--- config.mk ---
export PLATFORM = sky130hd
export DESIGN_NAME = pc_sequencer
export DESIGN_NICKNAME = d
export VERILOG_FILES = /design/src/rtl/pc_sequencer_pkg.sv /design/src/rtl/pc_sequencer_sat_counter.sv /design/src/rtl/pc_sequencer.sv
export SDC_FILE = /design/constraint.sdc
export NUM_CORES = 1
export LEC_CHECK = 0
export BUFFER_PORTS_ARGS = -buffer_cell sky130_fd_sc_hd__buf_2
export CAP_MARGIN = 20
export CORE_ASPECT_RATIO = 0.75
export CORE_UTILIZATION = 45
export CTS_CLUSTER_SIZE = 24
export DETAILED_ROUTE_END_ITERATION = 6
export PLACE_DENSITY = 0.65
export SYNTH_ARGS = -nofsm -noshare
export SYNTH_HDL_FRONTEND = slang
export SYNTH_SLANG_ARGS = --single-unit
--- constraint.sdc ---
create_clock -name clk -period 3.44 [get_ports clk]
set_input_delay 0.688 -clock clk [delete_from_list [all_inputs] [get_ports clk]]
set_output_delay 0.688 -clock clk [all_outputs]
set_load 0.02 [all_outputs]
--- src/rtl/pc_sequencer_pkg.sv ---
// Shared definitions for the fetch-side PC sequencer.
package pc_sequencer_pkg;

  // Sequencer control states
  typedef enum logic [1:0] {
    ST_RUN  = 2'd0,
    ST_PEND = 2'd1,
    ST_HALT = 2'd2
  } seq_state_t;

  // Instruction size in bytes; sequential fetch step
  localparam int unsigned INSN_BYTES = 4;

  // Default first fetch address after reset
  localparam logic [31:0] DEFAULT_RESET_PC = 32'h0000_0000;

endpackage

--- src/rtl/pc_sequencer_sat_counter.sv ---
// Saturating up-counter with synchronous active-low clear; never wraps.
module sat_counter #(
  parameter int unsigned CNT_W = 16
) (
  input  logic             clk,
  input  logic             rst_n,
  input  logic             inc,
  output logic [CNT_W-1:0] count
);

  // Count up on inc, stick at all-ones once reached
  always_ff @(posedge clk) begin
    if (!rst_n) begin
      count <= '0;
    end else if (inc && (count != '1)) begin
      count <= count + 1'b1;
    end
  end

endmodule

--- src/rtl/pc_sequencer.sv ---
// Fetch-side program-counter sequencer: forms branch_taken from the EX
// qualifiers, drives the fetch address handshake, generates IF/ID and
// ID/EX flushes and traps misaligned control-flow targets.
module pc_sequencer
  import pc_sequencer_pkg::*;
#(
  parameter logic [31:0] RESET_PC = DEFAULT_RESET_PC,
  parameter int unsigned CNT_W    = 16
) (
  input  logic             clk,
  input  logic             rst_n,
  input  logic             ex_valid,
  input  logic             ex_is_branch,
  input  logic             ex_branch_flag,
  input  logic             ex_is_jump,
  input  logic [31:0]      ex_target,
  input  logic             stall,
  input  logic             imem_ready,
  output logic             imem_req_valid,
  output logic [31:0]      imem_addr,
  output logic             flush_if,
  output logic             flush_id,
  output logic             misalign_trap,
  output logic [31:0]      misalign_addr,
  output logic [CNT_W-1:0] redirect_count
);

  seq_state_t  state;
  logic [31:0] pc;
  logic [31:0] pend_pc;
  logic        live;
  logic        take;
  logic        misalign;
  logic        redirect;
  logic        accept;

  // Take/flush decode; everything is gated off during reset and in HALT
  always_comb begin
    live           = rst_n && (state != ST_HALT);
    take           = live && ex_valid &&
                     (ex_is_jump || (ex_is_branch && ex_branch_flag));
    misalign       = take && (ex_target[1:0] != 2'b00);
    redirect       = take && !misalign;
    imem_req_valid = live;
    imem_addr      = pc;
    accept         = imem_req_valid && imem_ready;
    // In PEND the request being accepted is stale, so IF/ID must drop it
    flush_if       = take || (live && (state == ST_PEND) && accept);
    flush_id       = take;
  end

  // PC, pending target, state and trap registers
  always_ff @(posedge clk) begin
    if (!rst_n) begin
      state         <= ST_RUN;
      pc            <= RESET_PC;
      pend_pc       <= '0;
      misalign_addr <= '0;
      misalign_trap <= 1'b0;
    end else begin
      misalign_trap <= misalign;
      unique case (state)
        ST_RUN: begin
          if (misalign) begin
            state         <= ST_HALT;
            misalign_addr <= ex_target;
          end else if (redirect) begin
            // An outstanding request cannot be withdrawn, so park the
            // target until the current address is accepted
            if (accept) begin
              pc <= ex_target;
            end else begin
              pend_pc <= ex_target;
              state   <= ST_PEND;
            end
          end else if (accept && !stall) begin
            pc <= pc + INSN_BYTES;
          end
        end
        ST_PEND: begin
          if (misalign) begin
            state         <= ST_HALT;
            misalign_addr <= ex_target;
          end else if (redirect) begin
            // Youngest redirect wins over the parked one
            if (accept) begin
              pc    <= ex_target;
              state <= ST_RUN;
            end else begin
              pend_pc <= ex_target;
            end
          end else if (accept) begin
            pc    <= pend_pc;
            state <= ST_RUN;
          end
        end
        ST_HALT: begin
          state <= ST_HALT;
        end
        default: begin
          state <= ST_HALT;
        end
      endcase
    end
  end

  sat_counter #(
    .CNT_W (CNT_W)
  ) u_redirect_cnt (
    .clk   (clk),
    .rst_n (rst_n),
    .inc   (redirect),
    .count (redirect_count)
  );

endmodule

# Word level (Yosys, flattened, before mapping)
# Index checks and enable logic that the tools add are counted.
# totals
reg_bits,115
latchBits,0
ramBits,0
mem_bits_ro,0
input_bits,40
output_inout_bits,84
mem_count,0
# op_classes
n_addsub,2
n_mul,0
div_mod_pow,0
n_lt_le_gt_ge,0
n_eq_ne,10
shift,0
muxes,14
bitwise_logic,2
n_reduce_logical,23
# ops
cell,count
32-bit 2-to-1 mux,7
32-bit case mux with 2 select lines,1
"32-bit by 3-bit adder with 32-bit output, second input constant",1
"16-bit by 1-bit adder with 16-bit output, second input constant",1
"16-bit inequality test, second input constant",1
1-bit logical AND,11
2-bit 2-to-1 mux,5
"3-bit by 2-bit inequality test with 1-bit output, second input constant",3
"2-bit inequality test, second input constant",3
"3-bit inequality test, second input constant",2
5-bit AND reduction,1
2-bit case mux with 2 select lines,1
4-bit AND reduction,1
2-bit nonzero test,2
3-bit AND reduction,1
"2-bit by 1-bit == test with 1-bit output, second input constant",1
1-bit logical NOT,2
2-bit logical NOT,1
1-bit logical OR,2
1-bit NOT,2
2-bit AND reduction,1
2-bit OR reduction,1

# Logic depth before layout (Yosys ltp)
# Gate-level depths: netlist of run 1.
# depth
word_depth,10
mapped_depth,9
ltp_nobuf,7

# Cells and area by module
# A second synthesis of run 1 with hierarchy kept.
# unflattened
hier_cells,743
area_unflattened_um2,5699.2
# by_module_without_submodules
module,n_inst,cells_per_inst,area_each_um2,seq_area_each_um2
pc_sequencer,1,646,4862.2,1981.9
sat_counter,1,97,837.1,320.3

# Worst setup path before layout of run 1
# OpenSTA, ideal clock, no wires.
# synth_path
path_kind,input -> output
from,input port imem_ready
to,output port flush_if
arrival_ns,2.300
required_ns,2.752
slack_ns,0.452
stages,6
n_path_buf,3
path_cell_list,clkbuf_1 -> nand2_1 -> or2_2 -> clkbuf_1 -> clkbuf_1 -> o21ai_0
# synth_between
elab_chain_len,3
# synth_rtl
element,line,rtl
"start, declared",pc_sequencer.sv:18,"input logic imem_ready,"
1-bit logical AND,pc_sequencer.sv:46,accept = imem_req_valid && imem_ready;
1-bit logical AND,pc_sequencer.sv:48,flush_if = take || (live && (state == ST_PEND) && accept);
1-bit logical OR,pc_sequencer.sv:48,
"end, declared",pc_sequencer.sv:21,"output logic flush_if,"
# Every way passes these cells.

# Final worst setup path of run 1
# layout_path
from,register state[1]
to,output port flush_if
# layout_between
elab_chain_len,5
# layout_rtl
element,line,rtl
"start, declared",pc_sequencer.sv:28,seq_state_t state;
"start signal, assigned",pc_sequencer.sv:55,state <= ST_RUN;
"start signal, assigned",pc_sequencer.sv:65,state <= ST_HALT;
"start signal, assigned",pc_sequencer.sv:74,state <= ST_PEND;
2-bit inequality test,pc_sequencer.sv:39,live = rst_n && (state != ST_HALT);
1-bit logical AND,pc_sequencer.sv:39,
1-bit logical AND (on tied branches),"pc_sequencer.sv:40, pc_sequencer.sv:46, pc_sequencer.sv:48",
1-bit logical AND (on tied branches),"pc_sequencer.sv:40, pc_sequencer.sv:48",
1-bit logical OR *,pc_sequencer.sv:48,
# Every way passes the cells marked *; elsewhere a longest branch is shown, timed or not.

==> results.txt, run 1 <==
TritonCTS built the clock tree. In the synthesized netlist, the cells that appear most often are nand2_1 (155), dfxtp_1 (115), a21oi_1 (105). The synthesized design spends more area on one cell type than any other, namely dfxtp_1.

Summed over all layers, the global routing overflow is 0. Dividing the detail-routed wire length by the instance count gives 17.1 µm. The share of synthesized flip-flops with an asynchronous set or reset works out to 0.

The total half-perimeter wirelength after legalization and detailed placement was 11,400 µm; the synthesized instance count was 719. The run gives 0.618 ns as the post-route worst setup slack. Setup repair after global routing left no endpoint under its margin.

After the first detailed-routing iteration, the DRC count stood at 562. The sum of negative setup slack is 0 ns, and the global placer's final weighted congestion is 0.834. The multi-input combinational cells in the finished layout cover a total of 2900 µm².

STA classifies the critical path endpoint as an output pin. Clock tree synthesis found a total of 115 sinks. The tools report the number of global-route vias before repair as 5,312. The part of the cycle the worst path needs is 0.820, and the shortest clock period the worst path allows after layout is 2.82 ns. The part of the Yosys area used for sequential elements is 0.424, and the peak supply drop is 0.000343 V.

The number of nets in the synthesized netlist is 761. The run gives 5 as the number of optimization iterations in the first detailed-route pass. The number of vias after detailed routing is 5,771, and the cell-internal power is 2.68 mW.

For the pin with the worst max-slew slack, the measured transition is 0.740 ns. The largest fanout on the critical path was 14. In this run the worst hold path is classified as reg -> reg. The net switching power of the design is 786 µW. Total wire length: 17,100 µm. The clock tree synthesis step divided the H-tree into 4 levels. The tools report the library cell used as clock root buffer as clkbuf_16. The layout cell share with drive strength beyond 1 came out at 0.215. The run finished with clean final reports. The tools report the worst max-slew margin expressed relative to the limit as 0.507.

The area of the mapped netlist is 5430 µm². Counting flops and latches in the post-synthesis netlist gives 115. At the later pin of the worst-skew pair, clock insertion delay measures 0.41 ns. Counting cells, the worst reg-to-reg path comes to 7. The number of buffers created by CTS was 17; the leakage power total was 2.71 nW.

The die span in y came out at 97.1 µm. The worst hold path was traced through 2 stages. The core region is 11,700 µm². The worst setup path category was reg -> out. In the detailed route, the total length drawn on met3 is 1470 µm. Dividing the detail-routed via count by the number of cells gives 5.78. In this run the critical register-to-register path is captured at imem_addr[22]. The floorplan step defined a die boundary enclosing 12,500 µm². At the worst endpoint, the arrival time is 2.13 ns. The number of antenna violations at the first check in global routing was 0. The x dimension of the die was 129 µm. The area share of the largest cell type after synthesis is 0.424. The number of synthesized flops with an enable pin is 0.

The logs give 0.282 for the overall routing resource usage and 0.072 for the combinational group share of total power. Count of buffers added by post-CTS timing repair for setup: 0. The layout overhead on the synthesized area was 25.7%; the count of standard-cell rows was 34. The number of max-capacitance violations reported was 0.

Launch point of the worst reg-to-reg path: state[1]. The worst hold path begins at misalign_addr[7]. The total number of nets in the final design is 868.

The path with the worst hold slack has its endpoint at misalign_addr[7]. Setup violations remaining at the end of the flow were counted as 0. The sequential share of power is 0.398. The max-slew violation total from the final report came out at 0.

Before CTS, the worst setup slack after placement is 0.433 ns. The initial cell density of the core is 0.466. Fraction of power spent switching nets: 0.227. By area the synthesized netlist is led by dfxtp_1 (42%), nand2_1 (11%), a21oi_1 (9.7%). Summing all flip-flop and latch instances after layout gives 2300 µm². For the worst setup path, the data required time is 2.75 ns. The clock skew is 0.00774 ns, and the final-layout fill cell count is 1,147.

Clock-pin slew was measured on the worst setup and hold paths at 0.05 ns. The I/O pin total is 124. The final hold violation count is 0, and the average cell area after synthesis is 7.55 µm².

For this run, the number of Yosys warnings is 0. The post-cts resize count came out at 0. Among all flip-flop cells after synthesis, the most frequent one is dfxtp_1. Power spread over the standard cell area amounts to 509 nW/µm². Static timing analysis puts the maximum clock frequency at 354 MHz. The tools report the clock network fraction of design power as 0.530. The first global-routing pass estimated 27,400 µm of wire. The logs give 7730 µm for the routed length on met2 and 0 for the post-route antenna net violation count. Entering global routing, the biggest net connects 59 pins.

The logs give 7660 µm for the wire length the detailed router placed on met1 and 0 for the post-cts hold buffer count. For this run, design rule violations remaining after detail routing come to 0. STA classifies the critical path startpoint as a flip-flop. Most frequent cell after synthesis: nand2_1.

The highest layer touched by signal routing is met4. During placement, the flow inserted port buffers numbering 123. The setup slack of the worst register-to-register path came out at 0.66 ns.

The logs give 2 for the largest buffer count on any clock path and 0 for the count of antenna diodes in the layout. After synthesis, the netlist uses 47 different library cells.
## power groups by stage
| stage | clock [mW] | combinational (mW) | sequential (mW) |
|---|---|---|---|
| 3_3_place_gp | 0 | 0.243 | 1.41 |
| 4_1_cts | 1.86 | 0.249 | 1.38 |
| 5_1_grt | 1.92 | 0.272 | 1.38 |
| 3_5_place_dp | 0 | 0.248 | 1.41 |
| 6_report | 1.84 | 0.250 | 1.38 |
| 2_1_floorplan | 0 | 0.122 | 1.43 |
## cell type report
class / instances / share of cell area
multi-input cells: 542 / 0.426
clock inverters: 4 / 0.0139
inverters: 8 / 0.00440
flip-flops and latches: 115 / 0.338
clock buffers: 25 / 0.0756
well taps: 162 / 0.0297
repair buffers: 142 / 0.113
## flip-flops by register name, summed over array words and instances (netlist names)
signal,cells
u_redirect_cnt.count,16
state,2
misalign_trap,1
imem_addr,32
misalign_addr,32
pend_pc,32
## per-layer routing
metal,up-vias,track usage
met1,2699,0.396
met4,0,0.0842
met3,27,0.0721
met2,273,0.423
li1,2772,-
met5,-,0
## critical path: stages (launching register included)
cell     delay (ns)
dfxtp_1        0.61
nor2b_1        0.34
or2_2          0.45
o21ai_0        0.14
buf_2          0.18
## logic make-up after synthesis
kind of cell | Yosys count | share of synthesized area
AOI/OAI and AO/OA | 210 | 0.231
xor gates and xnor gates | 18 | 0.0291
adders and majority gates | 2 | 0.00461
buffers and inverters | 62 | 0.0433
DFF | 115 | 0.424
muxes | 11 | 0.0208
and+or+nand+nor | 301 | 0.247
## worst max path at each step
stage | from | endpoint | cells after the start
finish | state[1] | flush_if | 4
global route | state[1] | imem_addr[22] | 7
CTS | state[1] | flush_if | 4
detailed placement | ex_valid | u_redirect_cnt.count[5] | 8
global placement | ex_valid | u_redirect_cnt.count[11] | 8
floorplan | imem_ready | flush_if | 6
## cells in the final DEF, fill, tap and decap left out, types with 14 or more instances in the layout
cell type,synthesis,layout
nor3_1,15,15
clkbuf_16,0,17
nand3_1,28,28
nand2_1,155,155
o21ai_0,38,38
a21oi_1,105,105
buf_4,0,18
buf_2,2,123
nand4_1,14,14
dfxtp_1,115,115
nor2_1,47,47
## through the flow
| stage | instance area (µm²) | power [mW] | util | instances | hold WS [ns] |
|---|---|---|---|---|---|
| floorplan | 5430 | 1.55 | - | 719 | 0.432 |
| global placement | 6210 | 1.65 | 0.533 | 969 | 0.438 |
| detailed placement | 6210 | 1.66 | 0.533 | 969 | 0.446 |
| CTS | 6820 | 3.49 | 0.585 | 998 | 0.453 |
| global route | 6820 | 3.58 | 0.585 | 998 | 0.477 |
| finish | 6820 | 3.47 | 0.585 | 998 | 0.450 |
No activity file was read; power rests on OpenSTA's default activity.
==> inputs of run 2 (changes only) <==
clock period = 2.96 ns   (was 3.44 ns; I/O delays follow)
==> run 2 against run 1 <==
Critical path depth grew 3. Clock power grew 7%. Core utilization grew 0.14 points. Critical path type is now in -> out. Largest power group unchanged.
==> results.txt, run 2 (synthesized netlist as in run 1, its figures left out) <==
The number of max-capacitance violations reported is 0 (unchanged). The number of buffers created by CTS was 17 (unchanged); the initial cell density of the core was 0.466 (unchanged). The final-layout fill cell count was 1,110 (-3.2%). The beginning of the worst hold path is ex_target[22]. The logs give 0.00998 ns (+0.00224 ns) for the clock skew and 27,600 µm (+0.83%) for the global-route wire length before repair.

The total chip power came out at 3.87 mW (+12%). The run gives 0 (unchanged) as the post-cts resize count. In the layout the commonest cells are nand2_1 (155), buf_2 (123), dfxtp_1 (115), a21oi_1 (105), nor2_1 (47). The overall routing resource usage is 0.283 (+0.000902), and the count of antenna diodes in the layout is 0 (unchanged).

The number of optimization iterations in the first detailed-route pass is 5 (unchanged). The endpoint identified for the worst register-to-register timing path is imem_addr[22]. The total half-perimeter wirelength after legalization and detailed placement was 11,600 µm (+1.7%). The peak supply drop was 0.000431 V (+26%).

The run gives 976 (+0.72%) as the total placed cells including tap cells. The tools report the count of standard-cell rows as 34 (unchanged). The tools report the leakage power total as 2.73 nW (+0.80%). The clock-pin slew on the worst setup and hold paths was 0.06 ns (about the same); the die span in y was 97.1 µm (unchanged). Compared with the post-synthesis result, the final layout area differs by 26.0%. For the number of H-tree levels, the log shows 4 (unchanged).

The floorplan die area is 12,500 µm² (unchanged), and the total number of nets in the final design is 875 (+0.81%). The shortest clock period the worst path allows after layout was 2.65 ns. TritonCTS built the clock tree.

The worst max-slew margin expressed relative to the limit is 0.531 (+0.0240). The run finished with clean final reports. The slew at the pin closest to its max-slew limit is 0.704 ns (-0.0360 ns), and the met2 routing resource usage after global routing is 0.428 (+0.00499). The tree is rooted in a clkbuf_16. The layout cell share with drive strength beyond 1 was 0.223 (+0.00770); the met1 track utilization from global routing was 0.394 (-0.00235). The worst-case reg-to-reg path depth is 7 (unchanged), and the post-cts hold buffer count is 0 (unchanged). The logs give 0 (unchanged) for the max-slew violation total from the final report and 0 (unchanged) for the number of antenna violations at the first check in global routing. The end point of the worst hold path is pend_pc[22]. For the overall overflow remaining after global route, the log shows 0 (unchanged).

The tools report the type of element capturing the critical path as an output pin. The tools report the maximum number of pins on one net before global-route repair as 57 (-3.4%). The run gives 0.49 ns (-0.17 ns) as the setup slack of the worst register-to-register path.

For the worst hold slack after final layout, the log shows 0.433 ns (-0.0167 ns). The worst path required time was 2.37 ns (-0.38 ns). The run gives 1,005 (+0.70%) as the filler-free cell count of the finished design. The part of the cycle the worst path needs is 0.897, and the hold path depth is 3 (+1). For the number of vias after detailed routing, the log shows 5,828 (+0.99%). The largest fanout on the critical path works out to 56 (+42). The post-detailed-route DRC marker count came out at 0 (unchanged). The sum of negative setup slack came out at 0 ns (unchanged). The final hold violation count was 0 (unchanged).

The run gives 115 (unchanged) as the count of clock tree sinks. In this run the most used layer during global routing was met2. Setup repair after global routing left no endpoint under its margin. The power density normalized to cell area works out to 567 nW/µm² (+11%).

The number of I/O port buffers was 123 (unchanged). The tools report the launch point of the worst reg-to-reg path as state[0]. The x dimension of the die came out at 129 µm (unchanged). The per-cell via count in the routed design works out to 5.80 (+0.28%). By startpoint and endpoint, the worst setup path is classified as in -> out.

Count of routing violations after the opening detailed-route iteration: 364 (-35%). The post-route antenna net violation count was 0 (unchanged); the global placer's final weighted congestion was 0.848 (+1.7%). The path class of the lowest-slack min-delay path is in -> reg. Count of buffers added by post-CTS timing repair for setup: 0 (unchanged).

The tools report the type of element launching the critical path as a primary input. The logs give 17,200 µm (+0.77%) for the total wire length and 124 (unchanged) for the I/O pin total. The average wire per cell in the routed design came out at 17.1 µm (about the same). For the core area, the log shows 11,700 µm² (unchanged). Met3 track demand over resource: 0.0644 (-0.00771). The library cell used most frequently in the layout, excluding fill and tap cells, is nand2_1.

The maximum achievable frequency is 377 MHz. The largest buffer count on any clock path is 2 (unchanged), and the number of global-route vias before repair is 5,439 (+2.4%). The run gives 0 (unchanged) as the count of final setup violators.

The endpoint arrival time on the critical path is 2.06 ns (-0.07 ns), and the clock latency at the later pin of the worst-skew pair is 0.42 ns (about the same).
[run 2: cell count changes in the layout (fill, tap and decap cells not counted), sizes merged]
| cell | before | now |
|---|---|---|
| clkbuf | 25 | 24 |
| buf | 142 | 149 |
| clkinv | 1 | 4 |
| bufinv | 3 | 1 |
[run 2: layout make-up]
type / count / area, µm² / share of cell area
Tap cell: 162 / 203 / 0.0296
Clock inverter: 5 / 50.0 / 0.00732
Clock buffer: 24 / 512 / 0.0749
Multi-Input combinational cell: 542 / 2900 / 0.425
Inverter: 8 / 30.0 / 0.00439
Timing Repair Buffer: 149 / 836 / 0.122
Sequential cell: 115 / 2300 / 0.337
[run 2: metal layers]
layer  vias up  wire length (µm)
li1       2777                 -
met1      2777              8030
met2       251              7600
met3        23              1300
met4         0               265
met5         -                 0
[run 2: worst max-delay path by stage]
stage	slack, ns	from	cells after the start	end
6_report	0.31	rst_n	7	flush_if
5_1_grt	0.25	rst_n	7	flush_if
4_1_cts	0.33	rst_n	7	flush_if
3_5_place_dp	0.02	ex_valid	8	u_redirect_cnt.count[5]
3_3_place_gp	0.13	ex_valid	8	u_redirect_cnt.count[11]
2_1_floorplan	0.16	imem_ready	6	flush_if
[run 2: where the power goes]
group	internal, mW	leakage (nW)	switching [mW]	total [mW]
Clock	1.27	0.284	0.701	1.97
Combinational	0.103	1.52	0.201	0.303
Sequential	1.58	0.930	0.0231	1.60
[run 2: stage by stage]
step	setup WS, ns	area (µm²)	util
after floorplan	0.164	5430	-
after global placement	0.126	6270	0.538
after detailed placement	0.0183	6270	0.538
after CTS	0.325	6840	0.587
after global routing	0.252	6840	0.587
final	0.306	6840	0.587
[run 2: worst max-delay path: stages]
cell and delay, ns:
buf_2 0.13, inv_2 0.09, buf_4 0.53, nor2_1 0.21
nand3_1 0.20, o21ai_0 0.10, buf_2 0.18
